==> config.mk <==
export PLATFORM = sky130hd
export DESIGN_NAME = column_parity_stage_flat
export DESIGN_NICKNAME = d
export VERILOG_FILES = /design/src/rtl/column_parity_stage_pkg.sv /design/src/rtl/column_parity_stage_if.sv /design/src/rtl/column_parity_stage_slice_parity.sv /design/src/rtl/column_parity_stage.sv /design/src/flat_wrapper.sv
export SDC_FILE = /design/constraint.sdc
export NUM_CORES = 2
export LEC_CHECK = 0
export BUFFER_PORTS_ARGS = -buffer_cell sky130_fd_sc_hd__buf_2
export CAP_MARGIN = 20
export CORE_MARGIN = 5
export CORE_UTILIZATION = 31
export CTS_CLUSTER_SIZE = 10
export DETAILED_ROUTE_END_ITERATION = 10
export GPL_TIMING_DRIVEN = 0
export PLACE_DENSITY_LB_ADDON = 0.2
export SYNTH_ARGS = -nofsm -noshare
export SYNTH_HDL_FRONTEND = slang
export SYNTH_SLANG_ARGS = --single-unit
==> constraint.sdc <==
create_clock -name clk -period 9.17 [get_ports clk]
set_input_delay 0.917 -clock clk [delete_from_list [all_inputs] [get_ports clk]]
set_output_delay 0.917 -clock clk [all_outputs]
set_load 0.02 [all_outputs]
==> src/rtl/column_parity_stage_pkg.sv <==
// rtl/column_parity_stage_pkg.sv - shared constants and FSM encoding for the column parity mixer
package column_parity_stage_pkg;
  localparam int SLICE_W       = 25;
  localparam int GRID          = 5;
  localparam int DEPTH_DEFAULT = 64;

  // Column offsets of the two neighbour parities mixed into column x.
  localparam int X_PREV = 4;
  localparam int X_NEXT = 1;

  typedef enum logic {
    ST_LOAD = 1'b0,
    ST_EMIT = 1'b1
  } state_t;
endpackage

==> src/rtl/column_parity_stage_if.sv <==
// rtl/column_parity_stage_if.sv - valid/ready slice-line handshake bundle
interface column_parity_stage_if
  import column_parity_stage_pkg::*;
#(
  parameter int N = SLICE_W
) ();
  logic         valid;
  logic         ready;
  logic [N-1:0] line;

  modport master (output valid, output line, input ready);
  modport slave  (input valid, input line, output ready);
endinterface

==> src/rtl/column_parity_stage_slice_parity.sv <==
// rtl/column_parity_stage_slice_parity.sv - column parities of one 5x5 slice (bit i -> x=i%5, y=i/5)
module column_parity_stage_slice_parity
  import column_parity_stage_pkg::*;
(
  input  logic [SLICE_W-1:0] line,
  output logic [GRID-1:0]    par
);
  always_comb begin
    par = '0;
    for (int y = 0; y < GRID; y++) begin
      for (int x = 0; x < GRID; x++) begin
        par[x] = par[x] ^ line[GRID*y + x];
      end
    end
  end
endmodule

==> src/rtl/column_parity_stage.sv <==
// rtl/column_parity_stage.sv - block-buffered column parity mixer ahead of the lane permutation stage
// Optional COLUMN_PARITY_BYPASS_EN adds a per-block bypass input that passes slices through unmixed.
module column_parity_stage
  import column_parity_stage_pkg::*;
#(
  parameter int N     = SLICE_W,
  parameter int DEPTH = DEPTH_DEFAULT,
  parameter int CW    = $clog2(DEPTH)
) (
  input  logic                     clk,
  input  logic                     rst,
`ifdef COLUMN_PARITY_BYPASS_EN
  input  logic                     bypass,
`endif
  column_parity_stage_if.slave     in_s,
  column_parity_stage_if.master    out_m,
  output logic                     busy,
  output logic                     done
);
  state_t          state;
  logic [CW-1:0]   cnt;
  logic [CW-1:0]   zp;
  logic [N-1:0]    line_mem [DEPTH];
  logic [GRID-1:0] par_mem  [DEPTH];
  logic [GRID-1:0] in_par;
  logic [GRID-1:0] d;
  logic [N-1:0]    mixed;
  logic            in_hs;
  logic            out_hs;
  logic            last;

  column_parity_stage_slice_parity u_slice_parity (
    .line (in_s.line),
    .par  (in_par)
  );

  assign in_s.ready  = (state == ST_LOAD);
  assign out_m.valid = (state == ST_EMIT);
  assign busy        = (state == ST_EMIT);
  assign in_hs       = in_s.valid & in_s.ready;
  assign out_hs      = out_m.valid & out_m.ready;
  assign last        = (cnt == CW'(DEPTH - 1));
  // Previous slice wraps from 0 to DEPTH-1 by plain CW-bit underflow.
  assign zp          = cnt - 1'b1;

  always_ff @(posedge clk) begin
    if (in_hs) begin
      line_mem[cnt] <= in_s.line;
      par_mem[cnt]  <= in_par;
    end
  end

  always_ff @(posedge clk) begin
    if (rst) begin
      state <= ST_LOAD;
      cnt   <= '0;
      done  <= 1'b0;
    end else begin
      done <= 1'b0;
      case (state)
        ST_LOAD: begin
          if (in_hs) begin
            cnt <= cnt + 1'b1;
            if (last) state <= ST_EMIT;
          end
        end
        ST_EMIT: begin
          if (out_hs) begin
            cnt <= cnt + 1'b1;
            if (last) begin
              state <= ST_LOAD;
              done  <= 1'b1;
            end
          end
        end
        default: state <= ST_LOAD;
      endcase
    end
  end

  always_comb begin
    d = '0;
    for (int x = 0; x < GRID; x++) begin
      d[x] = par_mem[cnt][(x + X_PREV) % GRID] ^ par_mem[zp][(x + X_NEXT) % GRID];
    end
  end

  // Column x of every row receives the same flip bit d[x].
  assign mixed = line_mem[cnt] ^ {GRID{d}};

`ifdef COLUMN_PARITY_BYPASS_EN
  logic bypass_q;

  always_ff @(posedge clk) begin
    if (rst) begin
      bypass_q <= 1'b0;
    end else if (in_hs && cnt == '0) begin
      bypass_q <= bypass;
    end
  end

  assign out_m.line = out_m.valid ? (bypass_q ? line_mem[cnt] : mixed) : '0;
`else
  assign out_m.line = out_m.valid ? mixed : '0;
`endif
endmodule

==> src/flat_wrapper.sv <==
// flat-port wrapper written by rule: the top's interface ports become plain ports
module column_parity_stage_flat import column_parity_stage_pkg::*;
#(
  parameter int N     = SLICE_W,
  parameter int DEPTH = DEPTH_DEFAULT,
  parameter int CW    = $clog2(DEPTH)
)
  (clk, rst, busy, done, in_s_valid, in_s_line, in_s_ready, out_m_valid, out_m_line, out_m_ready);
  column_parity_stage_if #(.N(N)) in_s_i ();
  column_parity_stage_if #(.N(N)) out_m_i ();
  input  logic clk;
  input  logic rst;
  output logic busy;
  output logic done;
  input wire logic [$bits(in_s_i.valid)-1:0] in_s_valid;
  input wire logic [$bits(in_s_i.line)-1:0] in_s_line;
  output wire logic [$bits(in_s_i.ready)-1:0] in_s_ready;
  output wire logic [$bits(out_m_i.valid)-1:0] out_m_valid;
  output wire logic [$bits(out_m_i.line)-1:0] out_m_line;
  input wire logic [$bits(out_m_i.ready)-1:0] out_m_ready;
  assign in_s_i.valid = in_s_valid;
  assign in_s_i.line = in_s_line;
  assign in_s_ready = in_s_i.ready;
  assign out_m_valid = out_m_i.valid;
  assign out_m_line = out_m_i.line;
  assign out_m_i.ready = out_m_ready;
  column_parity_stage #(.N(N), .DEPTH(DEPTH), .CW(CW)) u_core (.clk(clk), .rst(rst), .in_s(in_s_i), .out_m(out_m_i), .busy(busy), .done(done));
endmodule
### Word level (Yosys, flattened, before mapping)

Memory sizes are Yosys's and may differ from the RTL's. A register that Yosys moved wholly into a read port is not among the register bits.
Index checks and enable logic that the tools add are counted.
W data, S select, Z words.

* bitwise logic cells: 30
* add/sub/neg operators: 2
* reduce and logical (&&, ||, !) cells: 2
* muxes and demuxes: 15
* eq/ne operators: 3

Operator list (number)
* $mux W6: 6
* $mux W25: 1
* $xor A1 B1 Y1: 25
* $xor A25 B25 Y25: 1
* $pmux W6 S2: 1
* $add A6 B1 Y6 const B: 1
* $eq A6 B6 Y1 const B: 1
* $mux W1: 6
* $sub A6 B1 Y6 const B: 1
* $ne A2 B2 Y1 const B: 2
* $reduce_or A3 Y1: 1
* $and A1 B1 Y1: 2
* $not A1 Y1: 2
* $pmux W1 S2: 1
* $reduce_and A2 Y1: 1

* input bits: 29
* flip-flop bits (word level): 8
* logic and storage cells: 57
* memories: 2
* memory bits (writable): 1920

Memory list
* u_core.line_mem: depth 64, width 25, rd ports 1, clocked after Yosys merged registers in 1, wr ports 1, RTL line column_parity_stage.sv:23 `logic [N-1:0] line_mem [DEPTH];`
* u_core.par_mem: depth 64, width 5, rd ports 2, clocked after Yosys merged registers in 1, wr ports 1, RTL line column_parity_stage.sv:24 `logic [GRID-1:0] par_mem [DEPTH];`

### Depth between registers and ports, before layout

* depth in word-level cells: 6
* gate-level depth with buffers: 15
* depth with buffers taken out: 10

### Cells and area by module

From an unflattened synthesis, not the netlist that was laid out.

* cells, all modules: 3286
* area total of the unflattened synthesis: 77182.8 sq um

Modules (own cells, without submodules)
* column_parity_stage: sequential area each 57935.6 sq um, instances 1, cells each 3271, area an instance 76982.6 sq um
* column_parity_stage_slice_parity: sequential area each 0.0 sq um, instances 1, cells each 15, area an instance 200.2 sq um

### Least setup slack after synthesis

Ideal clock, no wire load.

* path kind: register to output
* start point: register u_core.cnt[0]
* end point: output port out_m_line[0]
* arrival: 3339 ps
* stages on the path, launching flop included: 15
* slack: 4914 ps
* cell sequence: dfxtp_1 clkbuf_1 buf_2 buf_2 inv_1 ha_1 clkbuf_1 clkbuf_1 mux4_2 inv_1 o22ai_1 o21ai_0 nand4_1 xnor2_1 nor2_1

* word-level cells in the longest chain between the ends: 5

RTL lines
* start, declared: RTL line column_parity_stage.sv:21 `logic [CW-1:0] cnt;`
* start signal, assigned: RTL line column_parity_stage.sv:63 `cnt <= cnt + 1'b1;`
* start signal, assigned: RTL line column_parity_stage.sv:69 `cnt <= cnt + 1'b1;`
* $sub A6 B1 Y6: RTL line column_parity_stage.sv:44 `assign zp = cnt - 1'b1;`
* via u_core.zp[0]: RTL line column_parity_stage.sv:22 `logic [CW-1:0] zp;`
* $mem_v2 Z64 W5
* $xor A1 B1 Y1: RTL line column_parity_stage.sv:84 `d[x] = par_mem[cnt][(x + X_PREV) % GRID] ^ par_mem[zp][(x + X_NEXT) % GRID];`
* $xor A25 B25 Y25: RTL line column_parity_stage.sv:89 `assign mixed = line_mem[cnt] ^ {GRID{d}};`
* $mux W25: RTL line column_parity_stage.sv:104 `assign out_m.line = out_m.valid ? mixed : '0;`
* end, declared: RTL line flat_wrapper.sv:19 `output wire logic [$bits(out_m_i.line)-1:0] out_m_line;`

The timed path passes the listed nets, and every way through them passes these cells.

### Worst setup path after layout

* start point: register u_core.cnt[0]
* end point: output port out_m_line[24]

Same word-level chain as after synthesis.

==> out/qor.yml <==
status: "complete, no violations"
postCtsHoldBufs: 0
synth_ff_type: "edfxtp_1"
gp_congestion: 0.850
yosysWarnings: 0
wl_met3_mm: 17.2
endpoint: "out_m_line[24]"
syn_area_um2: 76800
met1_length_mm: 106
grt_pass1_wl_mm: 337
grt_setup_unrepaired: "false"
r2r_slack_ps: 5110
drt_first_pass_iters: 7
critPathSlowestCell: "clkbuf_1"
first_global_vias: 40000
drtAntennaViolNets: 0
final-hold-violation-count: 0
crit_path_max_incr_delay_ps: 900
ys_ff_latch: 1934
cts_buffers: 215
async_flop_share_pct: 0
finalCritPeriodShare_pct: 90.1
ctsLongestPathBuffers: 3
relSlewSlack_pct: 18.8
drc: 0
cts_max_level: 4
clk_pin_slew_ps: 60
worstPathArrival_ps: 7340
fin_hold_ws_ps: 293
cp.required_ps: 8250
reg2reg_to: "u_core.line_mem[45][7]"
path_buf_inv: 8
ios: 58
post_drt_via_cell_ratio: 5.43
crit_start: "u_core.cnt[0]"
cts_tree: "done"
port_buffers: 56
drt-total-wl_mm: 247
area_delta_synth_final_pct: 17.0
vias: 39400
syn_area_per_cell_um2: 21.9
postSynthNetCount: 3530
grt.overflow.total: 0
reg2reg_from: "u_core.cnt[0]"
power_density_nw_per_um2: 215
wl_per_cell_um: 34.0
finalClockSkew_ps: 69.8
p_leak_nw: 27.1
placedCellCount: 6974
dpl.hpwl_mm: 168
drt_iter0_markers: 4490
synthCells: 3499
final_cell_area_um2: 89900
routed.top_layer: "met5"
core_area_um2: 246000
worstRegToRegCells: 8
final_cell_mix: "1920 x edfxtp_1, 549 x mux4_2, 217 x clkbuf_16"
layout-drive-gt1-share_pct: 29.8
track_usage_pct: 18.9
cts_sinks: 1934
crit_family: "buffers and inverters"
start_util_pct: 31.2
slew_viol_final: 0
worst-path-max-fanout: 10
cp-start-kind: "flip-flop"
cp.depth: 15
final_cells: 7258
worst_pin_slew_ps: 1220
die-area_um2: 258000
hp-class: "in -> reg"
die_y_um: 508
report.final.setup_viol: 0
ctsResizeCount: 0
wl_met2_mm: 116
crit_path_cell_trace: "clkbuf_1 > buf_2 > buf_2 > inv_1 > ha_1 > clkbuf_1 > clkbuf_1 > mux4_2 > inv_1 > o22ai_1 > o21ai_0 > nand4_1 > xnor2_1 > nor2_1 > buf_2"
timing.setup.tns_ps: 0
period_needed_ps: 8260
path_class: "reg -> out"
nets: 3917
antenna_found_initial: 15
die_w_um: 508
fmax_mhz: 121
place_area_um2: 84000
grt_max_degree: 66
synth_cell_types: 48
clk_latency_ps: 850
final_common_cell: "edfxtp_1"
cts_setup_buffers: 0
synth_edf_count: 1920
clockRootBuffer: "clkbuf_16"
end_kind: "output port"
ys_seq_area_share_pct: 75.4
ir_worst_vdd_mv: 0.192
row_count: 182
maxCapViolCount: 0
-- cells in the mapped netlist (all sizes together), types with 11 or more instances --
master | instances | area (um^2)
nand2b | 11 | 68.8
clkbuf | 83 | 312
nor2 | 99 | 372
dfxtp | 14 | 280
xnor2 | 75 | 657
edfxtp | 1920 | 57700
nand2 | 21 | 78.8
buf | 130 | 833
a221oi | 59 | 523
mux4 | 554 | 12500
mux2 | 12 | 135
inv | 84 | 315
a22oi | 110 | 826
a21oi | 59 | 295
mux2i | 18 | 180
and2 | 15 | 93.8
o22ai | 79 | 513
o21ai | 29 | 156
a22o | 57 | 499
nor3 | 29 | 213
-- worst reg2reg max path: cells and delay by family, from the launching register on --
| family | cells | cell delay, ps |
|---|---|---|
| buffers and inverters | 5 | 1670 |
| DFF | 1 | 330 |
| and+or+nand+nor | 3 | 1660 |
-- how the worst min path moves through the flow --
stage / startpoint / endpoint / slack (ps) / cells past startpoint
4_1_cts: out_m_ready / u_core.busy / 230 / 2
2_1_floorplan: u_core.busy / u_core.done / 600 / 2
5_1_grt: out_m_ready / u_core.busy / 260 / 2
3_3_place_gp: u_core.busy / u_core.done / 550 / 2
3_5_place_dp: u_core.busy / u_core.done / 570 / 2
6_report: out_m_ready / u_core.busy / 290 / 2
-- through the flow --
step | worst slack, ps | utilization [%] | power [mW]
2_1_floorplan | 4910 | - | 11.1
3_3_place_gp | 1730 | 33.0 | 11.8
3_5_place_dp | 1870 | 34.1 | 11.9
4_1_cts | 935 | 36.5 | 19.5
5_1_grt | 809 | 36.5 | 20.0
6_report | 912 | 36.5 | 19.3
-- final cells by class --
type                       instances  area (um^2)
clock buffer                     259         5600
timing repair buffer             170         2570
antenna                            3         7.51
tap                             3312         4140
multi-input combinational       1267        17900
sequential                      1934        57900
clock inverter                    15          218
buffer                           213         1150
fill                           22400       156000
inverter                          85          319
-- logic make-up after synthesis --
kind of cell,share of synthesized area (%)
adders and majority gates,0.0326
muxes,16.7
and+or+nand+nor,1.32
xor gates and xnor gates,0.867
buffers and inverters,1.91
DFF,75.4
AOI/OAI and AO/OA,3.76
-- flip-flops by register name, summed over array words and instances, names as in the netlist, named ones only --
signal	cells
u_core.par_mem	320
u_core.line_mem	1600
u_core.busy	1
u_core.cnt	6
u_core.done	1
-- where the power goes --
group	internal, mW	switching [mW]	total (mW)
Clock	4.29	3.33	7.63
Sequential	9.85	0.00869	9.86
Combinational	0.704	1.16	1.86
-- metal layers --
metal / up-vias / GRT usage (%)
li1: 15600 / -
met1: 21800 / 26.4
met2: 1672 / 29.9
met3: 342 / 3.86
met4: 2 / 5.60
met5: - / 0
Power figures use the tool's default switching activity.
